### config.mk
export PLATFORM = sky130hd
export DESIGN_NAME = mms_stream
export DESIGN_NICKNAME = d
export VERILOG_FILES = /design/src/rtl/mms_stream.sv
export SDC_FILE = /design/constraint.sdc
export NUM_CORES = 1
export LEC_CHECK = 0
export CORE_MARGIN = 2
export CORE_UTILIZATION = 45
export CTS_CLUSTER_SIZE = 30
export DETAILED_ROUTE_END_ITERATION = 8
export DONT_BUFFER_PORTS = 1
export GPL_TIMING_DRIVEN = 1
export HOLD_SLACK_MARGIN = 0.06
export SETUP_SLACK_MARGIN = 0.3
export SLEW_MARGIN = 20
export SYNTH_ARGS = -nofsm -noshare
export SYNTH_HDL_FRONTEND = slang
export SYNTH_SLANG_ARGS = --single-unit
### constraint.sdc
create_clock -name clk -period 2.7 [get_ports clk]
set_clock_uncertainty 0.15 [all_clocks]
set_input_delay 0.405 -clock clk [delete_from_list [all_inputs] [get_ports clk]]
set_output_delay 0.405 -clock clk [all_outputs]
set_load 0.005 [all_outputs]
### src/rtl/mms_stream.sv
// mms_stream: streaming frame max/min selector on valid/ready ports.
// Define MMS_STREAM_INDEX_EN to add result_idx (winning beat position).
module mms_stream #(
  parameter  int WIDTH     = 8,
  parameter  int FRAME_LEN = 4,
  localparam int CNT_W     = $clog2(FRAME_LEN)
) (
  input  logic             clk,
  input  logic             reset,
  input  logic             in_valid,
  output logic             in_ready,
  input  logic             select,
  input  logic [WIDTH-1:0] number,
  input  logic             clear,
  output logic             out_valid,
  input  logic             out_ready,
`ifdef MMS_STREAM_INDEX_EN
  output logic [CNT_W-1:0] result_idx,
`endif
  output logic [WIDTH-1:0] result
);

  typedef enum logic [1:0] {
    IDLE,
    ACCUM,
    DONE
  } state_t;

  localparam logic [CNT_W-1:0] LAST = CNT_W'(FRAME_LEN - 1);

  state_t           state_q, state_d;
  logic [CNT_W-1:0] cnt_q, cnt_d;
  logic [WIDTH-1:0] acc_q, acc_d;
  logic             mode_q, mode_d;
  logic [WIDTH-1:0] res_q, res_d;
  logic             ov_q, ov_d;
`ifdef MMS_STREAM_INDEX_EN
  logic [CNT_W-1:0] idx_q, idx_d;
  logic [CNT_W-1:0] ridx_q, ridx_d;
`endif

  logic             take;
  logic             better;
  logic [WIDTH-1:0] nxt_acc;

  assign in_ready  = (state_q != DONE);
  assign out_valid = ov_q;
  assign result    = res_q;
`ifdef MMS_STREAM_INDEX_EN
  assign result_idx = ridx_q;
`endif

  assign take    = in_valid && in_ready;
  // Strict compare: ties keep the earlier sample.
  assign better  = mode_q ? (number < acc_q) : (number > acc_q);
  assign nxt_acc = better ? number : acc_q;

  always_comb begin
    state_d = state_q;
    cnt_d   = cnt_q;
    acc_d   = acc_q;
    mode_d  = mode_q;
    res_d   = res_q;
    ov_d    = ov_q;
`ifdef MMS_STREAM_INDEX_EN
    idx_d   = idx_q;
    ridx_d  = ridx_q;
`endif
    unique case (state_q)
      IDLE: begin
        if (clear) begin
          cnt_d = '0;
        end else if (take) begin
          acc_d   = number;
          mode_d  = select;
          cnt_d   = CNT_W'(1);
          state_d = ACCUM;
`ifdef MMS_STREAM_INDEX_EN
          idx_d   = '0;
`endif
        end
      end
      ACCUM: begin
        if (clear) begin
          cnt_d   = '0;
          state_d = IDLE;
        end else if (take) begin
          acc_d = nxt_acc;
`ifdef MMS_STREAM_INDEX_EN
          if (better) idx_d = cnt_q;
`endif
          if (cnt_q == LAST) begin
            state_d = DONE;
            ov_d    = 1'b1;
            res_d   = nxt_acc;
            cnt_d   = '0;
`ifdef MMS_STREAM_INDEX_EN
            ridx_d  = better ? cnt_q : idx_q;
`endif
          end else begin
            cnt_d = cnt_q + CNT_W'(1);
          end
        end
      end
      DONE: begin
        if (out_ready) begin
          ov_d    = 1'b0;
          state_d = IDLE;
        end
      end
      default: state_d = IDLE;
    endcase
  end

  always_ff @(posedge clk) begin
    if (reset) begin
      state_q <= IDLE;
      cnt_q   <= '0;
      acc_q   <= '0;
      mode_q  <= 1'b0;
      res_q   <= '0;
      ov_q    <= 1'b0;
`ifdef MMS_STREAM_INDEX_EN
      idx_q   <= '0;
      ridx_q  <= '0;
`endif
    end else begin
      state_q <= state_d;
      cnt_q   <= cnt_d;
      acc_q   <= acc_d;
      mode_q  <= mode_d;
      res_q   <= res_d;
      ov_q    <= ov_d;
`ifdef MMS_STREAM_INDEX_EN
      idx_q   <= idx_d;
      ridx_q  <= ridx_d;
`endif
    end
  end

endmodule

==> flow_summary.toml <==
[status]
outcome = "complete, no violations"

[power_and_ir_drop]
p_per_area_nw_per_um2 = 447
vdd_drop_max_mv = 0.158
p_leak_nw = 0.624

[synth]
syn_inst = 173
dominantRegCellSynth = "dfxtp_1"
synth_seq_cells = 22
netlist_area_um2 = 1510
yosys.area_share.adder_pct = 7.48
synth-xor-area-share_pct = 0
avgSynthCellArea_um2 = 8.70
yosys.area_share.simple_pct = 16.8
synthArstFlopShare_pct = 0
yosysTopAreaCellShare_pct = 29.3
ys_seq_area_share_pct = 29.3
synth_top_family_by_area = "multiplexers"
yosysWarnings = 0
synth_commonest_cells = "nor2_1, mux2i_1, dfxtp_1"
synth_compound_area_share_pct = 10.7
muxShareOfSynthArea_pct = 29.3
synth_area_leaders = "dfxtp_1, mux2i_1, nor2_1"
synth_top_area_cell = "dfxtp_1"
synthMostInstantiatedCell = "nor2_1"
synth_edf_count = 0
syn-num-nets = 196
ys_types = 32

[placed_design]
gp_congestion = 0.799
dp_hpwl_um = 2240
numPortBuffers = 0
pre_cts_slack_ns = 0.344

[drt]
routed_wl_um = 3080
dr.pass1.iters = 4
antenna_left = 0
via_per_inst = 5.40
vias = 1189
wl_per_cell_um = 14.0
drt_first_iter_violations = 39
drc = 0

[sta]
setup_ws_ns = 0.416
period_share_pct = 84.6
setup_viol = 0
max_clock_freq_mhz = 438
hold_violations = 0
worst_pin_slew_ns = 0.424
fin_crit_ns = 2.28
rsz0062_at_grt = "false"
max_slew_margin_pct = 71.7
slew_viol_final = 0
fin_tns_setup_ns = 0

[worst_setup_path]
end_kind = "register"
cp_max_fo = 7
cp.arrival_ns = 2.35
crit_path_start_kind = "register"
criticalPathCategory = "register to register"
cp.required_ns = 2.77

[die]
io_pins = 24
start_util_pct = 48.1
coreArea_um2 = 3130
die_w_um = 61.8
die-area_um2 = 3820
die-height_um = 61.8
fp-row-count = 20

[clock_tree]
cts_buffers = 3
clock-sinks = 22
clockBufferDepth = 2
cts_tree = "built"
worstSkewPairLatency_ns = 0.32
htreeDepth = 1
path_clk_slew_ns = 0.14
root_buffer = "clkbuf_4"

[grt]
grt_pass1_vias = 1104
grt_pass1_wl_um = 4830
antenna_found_initial = 0
grt_use_total_pct = 17.6
grt_overflow = 0
grt_max_degree = 35

[final_layout]
multi_input_area_um2 = 972
areaGrowthSynthToFinish_pct = 6.48
drive_gt1_share_pct = 12.5
antennaDiodeCount = 0
fin_nets = 200
regArea_um2 = 440
fill_cells = 304

[worst_hold_path]
min_path_type = "primary input to register"

[job]
max-cap-violations = 0
==> timing repair <==
| item | CTS | global route |
|---|---|---|
| hold buffers | 2 | 0 |
| endpoints found under the setup margin | 0 | 7 |
| buffers inserted | 0 | 0 |
| endpoints found under the hold margin | 6 | 0 |
| gates resized for setup | 0 | 1 |
==> power by group <==
part / leakage (nW) / internal (W) / switching, W
sequential: 0.179 / 0.000340 / 0.0000119
clock: 0.0210 / 0.0000826 / 0.000111
combinational: 0.424 / 0.0000840 / 0.0000869
==> routing by layer <==
metal  GRT usage, %  up-vias  share of wire, %
met5              0        -                 0
met4           7.60        0               2.0
met3           4.35        7               3.6
met2           30.8       18                49
met1           20.2      561                45
li1               -      603                 -
==> critical path, cell delays in order (launching register included) <==
cell      delay [ns]
dfxtp_1         0.37
inv_1           0.06
ha_1            0.28
nor2b_1         0.13
o211ai_1        0.25
a211oi_2        0.15
a211o_1         0.43
mux2_1          0.35
==> metrics by stage <==
stage	instances	instance area, µm²	hold WS (ns)	total power [W]	utilization, %
finish	220	1600	0.0722	0.000717	51.2
global route	220	1600	0.0714	0.000754	51.2
CTS	220	1600	0.0722	0.000720	51.1
detailed placement	214	1540	0.333	0.000525	49.3
global placement	214	1540	0.323	0.000519	49.3
floorplan	173	1510	0.308	0.000492	-
==> registers in the layout, summed over array words and instances, names as in the netlist <==
signal     flops
result         8
out_valid      1
acc_q          8
mode_q         1
cnt_q          2
state_q        2
==> layout make-up <==
class,count,share of cell area [%]
multi-input combinational,133,60.7
sequential,22,27.5
timing repair buffer,8,4.06
tap,44,3.43
clock buffer,4,2.26
inverter,9,2.11
==> cells in the final DEF (no fill, tap or decap), types with 2 or more instances in the layout <==
cell type	Yosys	final
a21oi_1	11	11
buf_4	1	6
clkbuf_4	0	3
dfxtp_1	22	22
dlygate4sd3_1	0	2
ha_1	9	9
inv_1	9	9
mux2_1	7	7
mux2_2	9	9
mux2i_1	26	26
nand2_1	2	2
nand4_1	2	2
nor2_1	47	47
nor2b_1	2	2
o21ai_0	3	3
==> final timing paths <==
path,to,start,slack [ns],cells past startpoint
worst max-delay path,result[6],acc_q[1],0.42,7
worst min-delay path,mode_q,select,0.07,2
worst max register to register,result[6],acc_q[1],0.42,7
worst min register to register,mode_q,mode_q,0.36,2
==> cell families (layout without fill, tap and decap cells) <==
family / count (synthesis) / in the layout
AO/OA/AOI/OAI: 24 / 24
adder cells (fa/ha/maj): 9 / 9
buffers and inverters: 18 / 21
flip-flops: 22 / 22
multiplexers: 42 / 42
AND/OR/NAND/NOR: 58 / 58
(Power assumes the default switching activity.)
